File: src/rtl/mem_port_arbiter_pkg.sv
// mem_port_arbiter_pkg: shared encodings for the fetch/data memory port arbiter
package mem_port_arbiter_pkg;
   localparam logic [1:0] SZ_WORD = 2'b00;
   localparam logic [1:0] SZ_HALF = 2'b01;
   localparam logic [1:0] SZ_BYTE = 2'b10;
   typedef enum logic [1:0] {IDLE, I_BUSY, D_BUSY, RESP} state_t;
   localparam logic [31:0] STDOUT_ADDR = 32'hF000_0000;
   localparam logic [31:0] EXIT_ADDR   = 32'hF000_0004;
endpackage

File: src/rtl/mem_port_arbiter_grant_sel.sv
// arb_grant_sel: combinational grant choice with bounded data-first priority
module arb_grant_sel #(
   parameter int MAX_DSTREAK = 4,
   parameter int SW = 3
) (
   input  logic          i_req,
   input  logic          d_req,
   input  logic [SW-1:0] dstreak,
   output logic          grant_i,
   output logic          grant_d
);
   always_comb begin
      grant_d = d_req & (!i_req | (dstreak < SW'(MAX_DSTREAK)));
      grant_i = i_req & !grant_d;
   end
endmodule

File: src/rtl/mem_port_arbiter.sv
// mem_port_arbiter: shares one memory port between fetch and data requesters,
// one bus transaction at a time, with registered bus and response outputs.
module mem_port_arbiter
   import mem_port_arbiter_pkg::*;
#(
   parameter int ADDR_W = 32,
   parameter int DATA_W = 32,
   parameter int MAX_DSTREAK = 4,
   parameter int TIMEOUT = 255
) (
   input  logic              clk,
   input  logic              rst,
   input  logic              i_req,
   input  logic [ADDR_W-1:0] i_addr,
   output logic              i_ack,
   output logic [DATA_W-1:0] i_rdata,
   input  logic              d_req,
   input  logic              d_we,
   input  logic [1:0]        d_size,
   input  logic [ADDR_W-1:0] d_addr,
   input  logic [DATA_W-1:0] d_wdata,
   output logic              d_ack,
   output logic [DATA_W-1:0] d_rdata,
   output logic              err,
   output logic              m_mreq,
   output logic              m_write,
   output logic [1:0]        m_size,
   output logic [ADDR_W-1:0] m_addr,
   output logic [DATA_W-1:0] m_wdata,
   output logic              m_wen,
   input  logic [DATA_W-1:0] m_rdata,
   input  logic              m_ack_n
);
   localparam int SW = $clog2(MAX_DSTREAK + 1);
   state_t        state;
   logic [SW-1:0] dstreak;
   logic [7:0]    wcnt;
   logic          grant_i, grant_d, done;
   arb_grant_sel #(.MAX_DSTREAK(MAX_DSTREAK), .SW(SW)) u_sel (
      .i_req(i_req),
      .d_req(d_req),
      .dstreak(dstreak),
      .grant_i(grant_i),
      .grant_d(grant_d)
   );
   // an ack sampled in the same cycle as the timeout wins over the abort
   always_comb done = !m_ack_n || wcnt == 8'(TIMEOUT - 1);
   always_ff @(posedge clk) begin
      if (rst) begin
         state   <= IDLE;
         dstreak <= '0;
         wcnt    <= '0;
         i_ack   <= 1'b0;
         d_ack   <= 1'b0;
         err     <= 1'b0;
         i_rdata <= '0;
         d_rdata <= '0;
         m_mreq  <= 1'b0;
         m_write <= 1'b0;
         m_wen   <= 1'b0;
         m_size  <= SZ_WORD;
         m_addr  <= '0;
         m_wdata <= '0;
      end else begin
         i_ack <= 1'b0;
         d_ack <= 1'b0;
         err   <= 1'b0;
         if (!i_req) dstreak <= '0;
         case (state)
            IDLE: begin
               wcnt <= '0;
               if (grant_d) begin
                  state   <= D_BUSY;
                  m_mreq  <= 1'b1;
                  m_write <= d_we;
                  m_wen   <= d_we;
                  m_size  <= d_size;
                  m_addr  <= d_addr;
                  m_wdata <= d_wdata;
                  if (i_req) dstreak <= dstreak + SW'(1);
               end else if (grant_i) begin
                  state   <= I_BUSY;
                  m_mreq  <= 1'b1;
                  m_write <= 1'b0;
                  m_wen   <= 1'b0;
                  m_size  <= SZ_WORD;
                  m_addr  <= i_addr;
                  dstreak <= '0;
               end
            end
            I_BUSY, D_BUSY: begin
               wcnt <= wcnt + 8'd1;
               if (done) begin
                  state   <= RESP;
                  m_mreq  <= 1'b0;
                  m_write <= 1'b0;
                  m_wen   <= 1'b0;
                  err     <= m_ack_n;
                  if (state == I_BUSY) begin
                     i_ack   <= 1'b1;
                     i_rdata <= m_ack_n ? '0 : m_rdata;
                  end else begin
                     d_ack <= 1'b1;
                     if (m_ack_n) d_rdata <= '0;
                     else if (!m_write) d_rdata <= m_rdata;
                  end
               end
            end
            default: state <= IDLE;
         endcase
      end
   end
endmodule

File: config.mk
export PLATFORM = sky130hd
export DESIGN_NAME = mem_port_arbiter
export DESIGN_NICKNAME = d
export VERILOG_FILES = /design/src/rtl/mem_port_arbiter_pkg.sv /design/src/rtl/mem_port_arbiter_grant_sel.sv /design/src/rtl/mem_port_arbiter.sv
export SDC_FILE = /design/constraint.sdc
export NUM_CORES = 1
export LEC_CHECK = 0
export CAP_MARGIN = 10
export CORE_UTILIZATION = 30
export CTS_CLUSTER_DIAMETER = 100
export DETAILED_ROUTE_END_ITERATION = 10
export GPL_ROUTABILITY_DRIVEN = 0
export SETUP_SLACK_MARGIN = 0.1
export SLEW_MARGIN = 40
export SYNTH_ARGS = -nofsm -noshare
export SYNTH_HDL_FRONTEND = slang
export SYNTH_SLANG_ARGS = --single-unit
File: constraint.sdc
create_clock -name clk -period 1.8 [get_ports clk]
set_input_delay 0.36 -clock clk [delete_from_list [all_inputs] [get_ports clk]]
set_output_delay 0.36 -clock clk [all_outputs]
set_load 0.05 [all_outputs]
# Word-level counts from Yosys, hierarchy flattened
# Cells that the tools add are included.
[totals] elab_cells=69 in_bits=136 out_inout_bits=136 register_bits=148
[classes] bitwise_logic=6 addsub=2 n_reduce_logical=15 n_eq_ne=6 muxes=26 order_cmp=1
[ops] cell="32-bit 2-to-1 mux" n=5
[ops] cell="8-bit one-hot mux with 2 select lines" n=1
[ops] cell="3-bit 2-to-1 mux" n=5
[ops] cell="2-bit 2-to-1 mux" n=5
[ops] cell="8-bit by 1-bit adder with 8-bit output, second input constant" n=1
[ops] cell="8-bit equality test, second input constant" n=1
[ops] cell="1-bit 2-to-1 mux" n=7
[ops] cell="2-bit AND reduction" n=3
[ops] cell="3-bit AND reduction" n=2
[ops] cell="1-bit one-hot mux with 2 select lines" n=2
[ops] cell="2-bit one-hot mux with 2 select lines" n=1
[ops] cell="4-bit AND reduction" n=1
[ops] cell="2-bit nonzero test" n=2
[ops] cell="3-bit by 1-bit adder with 3-bit output, second input constant" n=1
[ops] cell="1-bit logical NOT" n=3
[ops] cell="3-bit < comparator, second input constant" n=1
[ops] cell="3-bit != test, second input constant" n=1
[ops] cell="1-bit inverter" n=3
[ops] cell="3-bit OR reduction" n=1
[ops] cell="1-bit bitwise AND" n=2
[ops] cell="2-bit by 1-bit equality test with 1-bit output, second input constant" n=1
[ops] cell="2-bit equality test, second input constant" n=1
[ops] cell="2-bit logical NOT" n=1
[ops] cell="2-bit by 1-bit != test with 1-bit output, second input constant" n=1
[ops] cell="other kinds (4)" n=4

# Logic depth before layout (Yosys ltp)
# Gate-level depths: netlist of the first run.
[depth] ltp_word=8 depth_mapped=7

# Cells and area by module
# A second synthesis of the first run with hierarchy kept.
[unflattened] cells_unflattened=537 area_unflattened_um2=5456.5
[by_module_without_submodules] mod="mem_port_arbiter" seq_area_each_um2=2962.8 cells_each=534 n_inst=1 area_per_inst_um2=5437.7
[by_module_without_submodules] mod="arb_grant_sel" seq_area_each_um2=0.0 cells_each=3 n_inst=1 area_per_inst_um2=18.8

# Worst setup path after synthesis of the first run
# No wires, ideal clock.
[synth_timing] path_type="register to register" startpoint="register state[0]" endpoint="register d_rdata[10]" stages_incl_launch_ff=8 slack_ns=0.164 arrival_ns=1.576 setup_time_ns=0.060 path_buffers=2 period_less_slack_ns=1.636 cell_sequence="dfxtp_1 > inv_1 > ha_1 > buf_2 > nand2b_1 > nor4_2 > buf_2 > a22o_1"
[synth_via] elab_chain_cells=3
[synth_rtl] element="start, declared" line="mem_port_arbiter.sv:35" rtl="state_t state;"
[synth_rtl] element="start signal, assigned" line="mem_port_arbiter.sv:50" rtl="state <= IDLE;"
[synth_rtl] element="start signal, assigned" line="mem_port_arbiter.sv:73" rtl="state <= D_BUSY;"
[synth_rtl] element="start signal, assigned" line="mem_port_arbiter.sv:82" rtl="state <= I_BUSY;"
[synth_rtl] element="2-bit by 1-bit equality test with 1-bit output / 2-bit equality test (equally long branches)" line="mem_port_arbiter.sv:69, mem_port_arbiter.sv:99"
[synth_rtl] element="2-bit OR reduction / 1-bit inverter (equally long branches)"
[synth_rtl] element="4-bit AND reduction (no source line) (*)"
[synth_rtl] element="end signal, assigned" line="mem_port_arbiter.sv:105" rtl="else if (!m_write) d_rdata <= m_rdata;"
[synth_rtl] element="end, declared" line="mem_port_arbiter.sv:23" rtl="output logic [DATA_W-1:0] d_rdata,"
# Mark *: on every way between the ends. The rest lies on a longest branch, timed or not.
# A chain may end at the register's enable or synchronous reset.

# Worst setup path after layout of the first run
[layout_timing] startpoint="register state[0]" endpoint="register d_rdata[1]"
# The elaborated chain is that of the path after synthesis.

==> results_dict.tcl, run 1 <==
set metrics [dict create \
    status "completed" \
    fin_ws_ns 0.168 \
    cts_buffers 17 \
    cellLeakagePower_uw 0.00380 \
    cts-hold-fix-buffers 0 \
    end_kind "flop" \
    area_delta_synth_final_pct 62.7 \
    synth-main-ff-cell "dfxtp_1" \
    wl_um 17400 \
    dr.pass1.iters 4 \
    synth_nets 678 \
    yosysMostFrequentCell "dfxtp_1" \
    postSynthAreaPerCell_um2 10.2 \
    routed-via-count 5033 \
    cts.sinks 148 \
    peakVddDrop_mv 0.799 \
    clock-root-buffer "clkbuf_16" \
    ys_top_cells_by_count "148 x dfxtp_1, 69 x nand2_1, 64 x a22o_1" \
    fmax_mhz 613 \
    synth_edf_count 0 \
    clock_latency_ns 0.43 \
    ys_types 45 \
    fin_setup_tns_ns 0 \
    rsz0062_at_grt "no" \
    die_w_um 137 \
    grt_usage_pct 17.8 \
    synth.area.top_cells "dfxtp_1 54%, a22o_1 10%, mux2i_1 6.4%" \
    timing.final.crit_share_pct 90.6 \
    powerDensity_mw_per_mm2 1550 \
    crit_type "reg2reg" \
    setup_viol 0 \
    hold_ws_ns 0.330 \
    finalCriticalPeriod_ns 1.63 \
    pre_cts_ws_ns -0.121 \
    drc 0 \
    ys_seq_area_share_pct 54.2 \
    hold_violations 0 \
    cts.clk_slew.worst_paths_ns 0.07 \
    grt_pass1_vias 5034 \
    dieArea_mm2 0.0188 \
    grt_first_pass_wirelength_um 25500 \
    worstSetupStartpointType "flop" \
    design_area_mm2 0.00890 \
    initial_utilization_pct 31.2 \
    fin_nets 952 \
    ys_async_sr_fraction_pct 0 \
    drt-initial-drc-count 148 \
    ys_seq_elements 148 \
    synth_area_mm2 0.00547 \
    io_buffers 271 \
    min_path_type "in2reg" \
    cts_tree "built" \
    antenna_found_initial 0 \
    clock_skew_ns 0.0195 \
    grt_max_degree 65 \
    dpl_cell_area_mm2 0.00822 \
    num_rows 48 \
    max_slew.worst_pin.slew_ns 0.592 \
    ant_nets 0 \
    synth_top_area_share_pct 54.2 \
    hpwlAfterDp_um 12300 \
    via_per_inst 4.80 \
    insertedDiodeCount 0 \
    die_h_um 137 \
    core_region_area_mm2 0.0175 \
    cts_buffer_depth 2 \
    htreeDepth 4 \
    relSlewSlack_pct 60.5 \
    drv_cap 0 \
    io_pins 272 \
    synth_warnings 0 \
    gr-total-overflow 0 \
    worstPathRequired_ns 2.17 \
    wl_per_cell_um 16.6 \
    drv_slew 0 \
    yosys.area.top_type "dfxtp_1" \
    arrival_ns 2.00 \
    syn_inst 536 \
    layout-drive-gt1-share_pct 25.2 \
    cp_max_fo 16 \
]
layout by cell type, fill, tap and decap left out, types with 2 or more instances in the layout:
cell,n
inv_1,7
a22o_1,64
dfxtp_1,146
buf_12,11
nor2_1,47
nor2b_1,2
clkinv_2,2
inv_6,5
nand2_1,69
a22oi_1,2
clkbuf_16,19
mux2i_1,35
a21oi_1,37
nor3_1,2
nand3_1,2
clkdlybuf4s50_1,134
a211oi_1,32
bufinv_16,2
ha_1,5
nand2b_1,5
xnor2_1,2
clkinv_4,4
o21ai_0,5
buf_4,148
dfxtp_2,2
xor2_1,5
report_power, final:
part | switching (uW) | internal, uW | leakage (uW)
registers | 363 | 3910 | 0.00121
clock network | 1520 | 2080 | 0.000292
logic | 3830 | 2110 | 0.00230
flip-flops by register name (all words and copies together) (netlist names):
name and count:
d_ack 1, d_rdata 32, dstreak 3, err 1, i_ack 1, i_rdata 32, m_addr 32, m_mreq 1
m_size 2, m_wdata 32, m_wen 1, state 2, wcnt 8
logic make-up (layout without fill, tap and decap cells):
| group | Yosys count | count (layout) | synth area share (%) |
|---|---|---|---|
| AOI/OAI and AO/OA | 154 | 154 | 21.3 |
| xor gates and xnor gates | 7 | 7 | 1.12 |
| adders and majority gates | 6 | 6 | 1.37 |
| buffers and inverters | 48 | 335 | 4.67 |
| DFF | 148 | 148 | 54.2 |
| muxes | 35 | 35 | 6.41 |
| and+or+nand+nor | 138 | 138 | 10.9 |
metal layers:
layer | part of all wire, % | global-route usage (%)
met1 | 39 | 18.8
met2 | 48 | 30.6
met3 | 12 | 8.78
met4 | 1.3 | 6.23
met5 | 0 | 0
final cells by class:
type / count / area, um^2
flip-flops and latches: 148 / 2970
inverters: 7 / 26.3
well taps: 225 / 282
clock buffers: 17 / 425
clock inverters: 15 / 173
fillers: 1578 / 8640
repair buffers: 296 / 2730
multi-input cells: 340 / 2300
worst paths after layout:
| path | startpoint | endpoint | slack, ns | depth (start not counted) |
|---|---|---|---|---|
| worst max-delay path | state[0]$_SDFFE_PP0P_ | d_rdata[1]$_SDFFE_PP0P_ | 0.17 | 7 |
| worst min register to register | m_wdata[19]$_SDFFE_PP0P_ | m_wdata[19]$_SDFFE_PP0P_ | 0.46 | 2 |
| worst max register to register | state[0]$_SDFFE_PP0P_ | d_rdata[1]$_SDFFE_PP0P_ | 0.17 | 7 |
| worst min-delay path | rst | i_ack$_SDFF_PP0_ | 0.33 | 2 |
worst max-delay path, cell delays in order, from the launching register on:
cell and delay [ns]:
dfxtp_2 0.36, inv_1 0.08, ha_4 0.30, nand2b_1 0.12
nor4_4 0.22, buf_4 0.18, clkbuf_16 0.18, a22o_1 0.15
per-stage QoR:
stage	power, uW	utilization [%]	cells
5_1_grt	14500	50.7	1048
4_1_cts	13800	50.3	1045
3_5_place_dp	10100	46.9	1013
2_1_floorplan	8040	-	536
3_3_place_gp	10000	46.9	1013
6_report	13800	50.7	1048
timing repair:
| action | in CTS | in global routing |
|---|---|---|
| resized for setup | 0 | 5 |
| endpoints found under the setup margin | 0 | 108 |
| setup buffers | 0 | 1 |
Note: power is estimated with default switching activity, not from simulation.
==> run 2: changes to the inputs <==
PLACE_DENSITY = 0.6   (was default)
==> results of run 2 <==
No change in the layout: final DEF, timing and power equal those of run 1.
